$ cat config.mk
export PLATFORM = sky130hd
export DESIGN_NAME = emu_video_capture
export DESIGN_NICKNAME = d
export VERILOG_FILES = /design/src/rtl/emu_video_capture.sv
export SDC_FILE = /design/constraint.sdc
export NUM_CORES = 1
export LEC_CHECK = 0
export ABC_AREA = 1
export CAP_MARGIN = 20
export CORE_UTILIZATION = 52
export DETAILED_ROUTE_END_ITERATION = 7
export PLACE_DENSITY_LB_ADDON = 0.2
export SETUP_SLACK_MARGIN = 0.15
export SLEW_MARGIN = 40
export SYNTH_ARGS = -nofsm -noshare
export SYNTH_HDL_FRONTEND = slang
export SYNTH_SLANG_ARGS = --single-unit
$ cat constraint.sdc
create_clock -name CLK_VIDEO -period 3.1 [get_ports CLK_VIDEO]
set_input_delay 0.31 -clock CLK_VIDEO [delete_from_list [all_inputs] [get_ports CLK_VIDEO]]
set_output_delay 0.31 -clock CLK_VIDEO [all_outputs]
set_load 0.1 [all_outputs]
$ cat src/rtl/emu_video_capture.sv
// emu_video_capture: turns the emu pixel stream into linear framebuffer writes and measures each captured frame.
// Define CAPTURE_CRC_EN to add a per-frame CRC-16/CCITT of the written pixels on frame_crc.
module emu_video_capture #(
  parameter int MAX_W  = 640,
  parameter int MAX_H  = 480,
  parameter int ADDR_W = 19
) (
  input  logic              CLK_VIDEO,
  input  logic              reset,
  input  logic              capture_en,
  input  logic              ce_pix,
  input  logic [7:0]        r,
  input  logic [7:0]        g,
  input  logic [7:0]        b,
  input  logic              hs,
  input  logic              vs,
  input  logic              hb,
  input  logic              vb,
  output logic              fb_we,
  output logic [ADDR_W-1:0] fb_addr,
  output logic [23:0]       fb_data,
  output logic              frame_done,
  output logic [15:0]       frame_count,
  output logic [10:0]       meas_width,
  output logic [9:0]        meas_height,
  output logic              clipped
`ifdef CAPTURE_CRC_EN
  ,
  output logic [15:0]       frame_crc
`endif
);
  typedef enum logic [1:0] {S_IDLE, S_SYNC, S_CAP} state_t;
  state_t state, state_n;
  logic [10:0] x, line_w;
  logic [9:0] y;
  logic hb_d, vb_d, clip;
  logic act, hb_rise, vb_rise, cap, sof, in_range, wr;
  logic [ADDR_W:0] addr_full;
  logic unused_ok;

  assign unused_ok = ^{hs, vs, addr_full[ADDR_W]};

  always_ff @(posedge CLK_VIDEO)
    state <= reset ? S_IDLE : state_n;

  always_comb
    state_n = state == S_IDLE ? (capture_en ? S_SYNC : S_IDLE) :
              state == S_SYNC ? (vb_rise ? S_CAP : S_SYNC) :
              (vb_rise && !capture_en ? S_IDLE : S_CAP);

  always_comb begin
    act       = ce_pix && !hb && !vb;
    hb_rise   = ce_pix && hb && !hb_d;
    vb_rise   = ce_pix && vb && !vb_d;
    cap       = state == S_CAP;
    sof       = vb_rise && state != S_IDLE;
    in_range  = {1'b0, x} < 12'(MAX_W) && {1'b0, y} < 11'(MAX_H);
    wr        = cap && act && in_range;
    addr_full = (ADDR_W+1)'(y) * (ADDR_W+1)'(MAX_W) + (ADDR_W+1)'(x);
  end

  always_ff @(posedge CLK_VIDEO) begin
    if (reset) begin
      fb_we       <= 1'b0;
      fb_addr     <= '0;
      fb_data     <= '0;
      frame_done  <= 1'b0;
      frame_count <= '0;
      meas_width  <= '0;
      meas_height <= '0;
      clipped     <= 1'b0;
      x           <= '0;
      y           <= '0;
      line_w      <= '0;
      clip        <= 1'b0;
      hb_d        <= 1'b1;
      vb_d        <= 1'b1;
    end else begin
      fb_we      <= wr;
      frame_done <= cap && vb_rise;
      if (wr) begin
        fb_addr <= addr_full[ADDR_W-1:0];
        fb_data <= {r, g, b};
      end
      if (ce_pix) begin
        hb_d <= hb;
        vb_d <= vb;
      end
      // A line still open at vb counts toward the frame's measurement
      if (cap && vb_rise) begin
        meas_width  <= x != '0 ? x : line_w;
        meas_height <= x != '0 ? (&y ? y : y + 10'd1) : y;
        clipped     <= clip;
        frame_count <= frame_count + 16'd1;
      end
      if (sof) begin
        x    <= '0;
        y    <= '0;
        clip <= 1'b0;
      end else if (cap && act) begin
        x <= &x ? x : x + 11'd1;
        if (!in_range)
          clip <= 1'b1;
      end else if (cap && hb_rise && !vb && x != '0) begin
        line_w <= x;
        y      <= &y ? y : y + 10'd1;
        x      <= '0;
      end
    end
  end

`ifdef CAPTURE_CRC_EN
  logic [15:0] crc;

  function automatic logic [15:0] crc24(input logic [15:0] c, input logic [23:0] d);
    logic [15:0] n;
    n = c;
    for (int i = 23; i >= 0; i--)
      n = {n[14:0], 1'b0} ^ ((n[15] ^ d[i]) ? 16'h1021 : 16'h0000);
    return n;
  endfunction

  always_ff @(posedge CLK_VIDEO) begin
    if (reset) begin
      crc       <= 16'hFFFF;
      frame_crc <= '0;
    end else if (sof) begin
      if (cap)
        frame_crc <= crc;
      crc <= 16'hFFFF;
    end else if (wr) begin
      crc <= crc24(crc, {r, g, b});
    end
  end
`endif
endmodule
==> run summary <==
status: complete, no violations
HP Start: g[1]
average size of a mapped cell: 7.338 sq um
Fmax: 379.5 MHz
Clock Skew: 10.83 ps
crit path DAT: 3060 ps
FF-to-FF setup slack: 470 ps
CTS sink count: 120
Yosys warnings: 0
worst skew pair latency: 520 ps
Vias: 5541
CTS tree: yes
final setup vio count: 0
clock buffer count from CTS: 17
HPWL after detailed placement: 9880 microns
ANT cells: 0
Fin. Hold Viols: 0
FF+latch count, synth: 120
switch share: 24.82%
FF-to-FF Start: y[3]
Critical Path Fanout Max: 6
Comb pwr share: 6.4%
Initial Util: 54.60%
number of port buffers: 112
minimum clock period: 2635 ps
Slew Viols, Final: 0
vias in the first global route: 5131
drt first pass iters: 5
most frequent cells in the layout: nand2_1 (121), dfxtp_1 (120), nor2_1 (115)
syn nets: 840
switching power: 0.9244 mW
Worst VDD drop: 0.0003049 V
worst slew pin tran: 710.8 ps
Die Ht: 107.0 microns
WL final: 14450 microns
max-cap viol count: 0
fin nets: 947
Yosys cell types: 44
clk root buf: clkbuf_8
Residual DRC: 0
R2R Path End: fb_addr[17]
Worst EP required: 3520 ps
fin crit share: 85.00%
DR iter-0 viols: 439
Critical path destination: fb_addr[17]
Clock Path Buffers: 2
# rows: 37
Post-Syn Area: 5738 sq um
commonest non-fill, non-tap cell in the layout: nand2_1
sequential share of power: 42.2%
GPL Wtd Cong: 0.8380
share of layout cells above drive strength 1: 15.30%
clock transition at the register clock pins on the worst setup and hold paths after CTS: 60 ps
Via density: 5.338
first-pass GRT wire length: 24010 microns
initial antenna violation count: 0
Syn Inst Count: 782
register area share after synthesis: 41.87%
die area: 11460 sq um
worst slew margin relative to its limit: 52.56%
unrepaired setup endpoints after global routing: false
grt total ovfl: 0
Min Hold Slack: 417.6 ps
Reg2Reg Depth: 13
Setup CP Type: flop to flop
DR WL/cell: 13.92 microns
post-CTS sizing: 0
Routed Antenna Nets: 0
hold_buf cts: 0
CP startpoint: y[3]
# IOs: 115
CP Launch Type: flop
Hold Path Class: input pin to flop
internal power: 2.801 mW
Clock power frac: 51.4%
LEAKAGE: 3.285 nW
Worst setup EP type: flop
setup bufs post-CTS: 0
CTS H-tree depth: 4
TNS Setup: 0 ps
Core Footprint: 10510 sq um
GRT Total Usage: 26.32%
die width: 107.0 microns
Area growth syn-to-layout: 23.79%
Power Dens Cells: 524.4 nW/um^2
largest net degree at the start of global routing: 45
## per-layer routing
metal  up-vias  wire length [microns]  global-route usage, %
li1       2808                      -                      -
met3        20                    785                  5.046
met2       173                   6694                  43.59
met1      2540                   6767                  34.40
met5         -                      0                      0
met4         0                    199                  8.611
## registers in the layout, summed over array words and instances (netlist names), 2 cells and up
| name | count |
|---|---|
| fb_data | 24 |
| fb_addr | 19 |
| frame_count | 16 |
| line_w | 11 |
| meas_width | 11 |
| x | 11 |
| meas_height | 10 |
| y | 10 |
| state | 2 |
## synth_stat cells, drive strengths merged
cell type  count  area share (%)
or2            2            0.26
nand2b         1            0.11
nand3         45             4.1
a31oi         12             1.3
inv           80             5.2
o21bai         2            0.26
nor2         117             7.8
nor3           7            0.89
a211oi        10             1.3
nand3b         4            0.52
a221oi         1            0.15
ha            24             5.2
a21oi         59             5.1
o211ai         4            0.52
o21ai        100             8.7
and3           2            0.22
fa             2            0.70
a31o           1            0.15
o21a           2            0.26
clkinv         2            0.15
xnor2          2            0.31
clkbuf        19             1.3
nor3b          2            0.26
dfxtp        120              42
nand4         11             1.3
xor2          12             1.8
nand2        124             8.2
a2111oi        1            0.15
buf           14             1.7
## power groups by stage
| stage | clock network [mW] | registers, mW | logic (mW) |
|---|---|---|---|
| after floorplan | 0 | 1.70 | 0.0708 |
| after global placement | 0 | 1.60 | 0.247 |
| after detailed placement | 0 | 1.60 | 0.238 |
| after CTS | 1.93 | 1.57 | 0.240 |
| after global routing | 2.00 | 1.57 | 0.256 |
| final | 1.91 | 1.57 | 0.240 |
## worst min path at each step
stage,to,cells after the start
6_report,fb_data[9],3
4_1_cts,fb_data[10],3
3_3_place_gp,clipped,2
3_5_place_dp,clipped,2
5_1_grt,fb_data[18],3
2_1_floorplan,hb_d,2
## area by class of cell
type / instances / area [sq um]
clock buffer: 19 / 431.7
clock inverter: 13 / 146.4
fill: 911 / 3406
inverter: 82 / 309.0
multi-input combinational: 547 / 2858
sequential: 120 / 2402
tap: 136 / 170.2
timing repair buffer: 121 / 785.8
## per-stage QoR
step	total power [mW]	worst slack (ps)	instance area, sq um	util [%]	cells
6_report	3.725	465.1	7103	67.59	1038
3_3_place_gp	1.850	501.0	6915	65.81	1006
3_5_place_dp	1.842	491.4	6525	62.09	1006
2_1_floorplan	1.770	731.4	5738	-	782
5_1_grt	3.830	226.0	7103	67.59	1038
4_1_cts	3.738	482.7	7103	67.59	1038
## worst max-delay path, stage by stage (launching register included)
cell and delay (ps):
dfxtp_1 430, ha_1 270, ha_1 240, fa_1 430, xor2_1 340, nand2_1 90
nor2_1 180, nand3_1 130, nor2_1 150, nand2_1 70, nand2_1 60, nand3_1 60
nand2_1 80, inv_1 30
## cell families after synthesis
family | synth area share [%]
buf+inv | 8.329
simple gates | 23.75
compound gates | 17.99
flops | 41.87
fa+ha+maj | 5.931
xor+xnor | 2.137
Power figures use the tool's default switching activity.
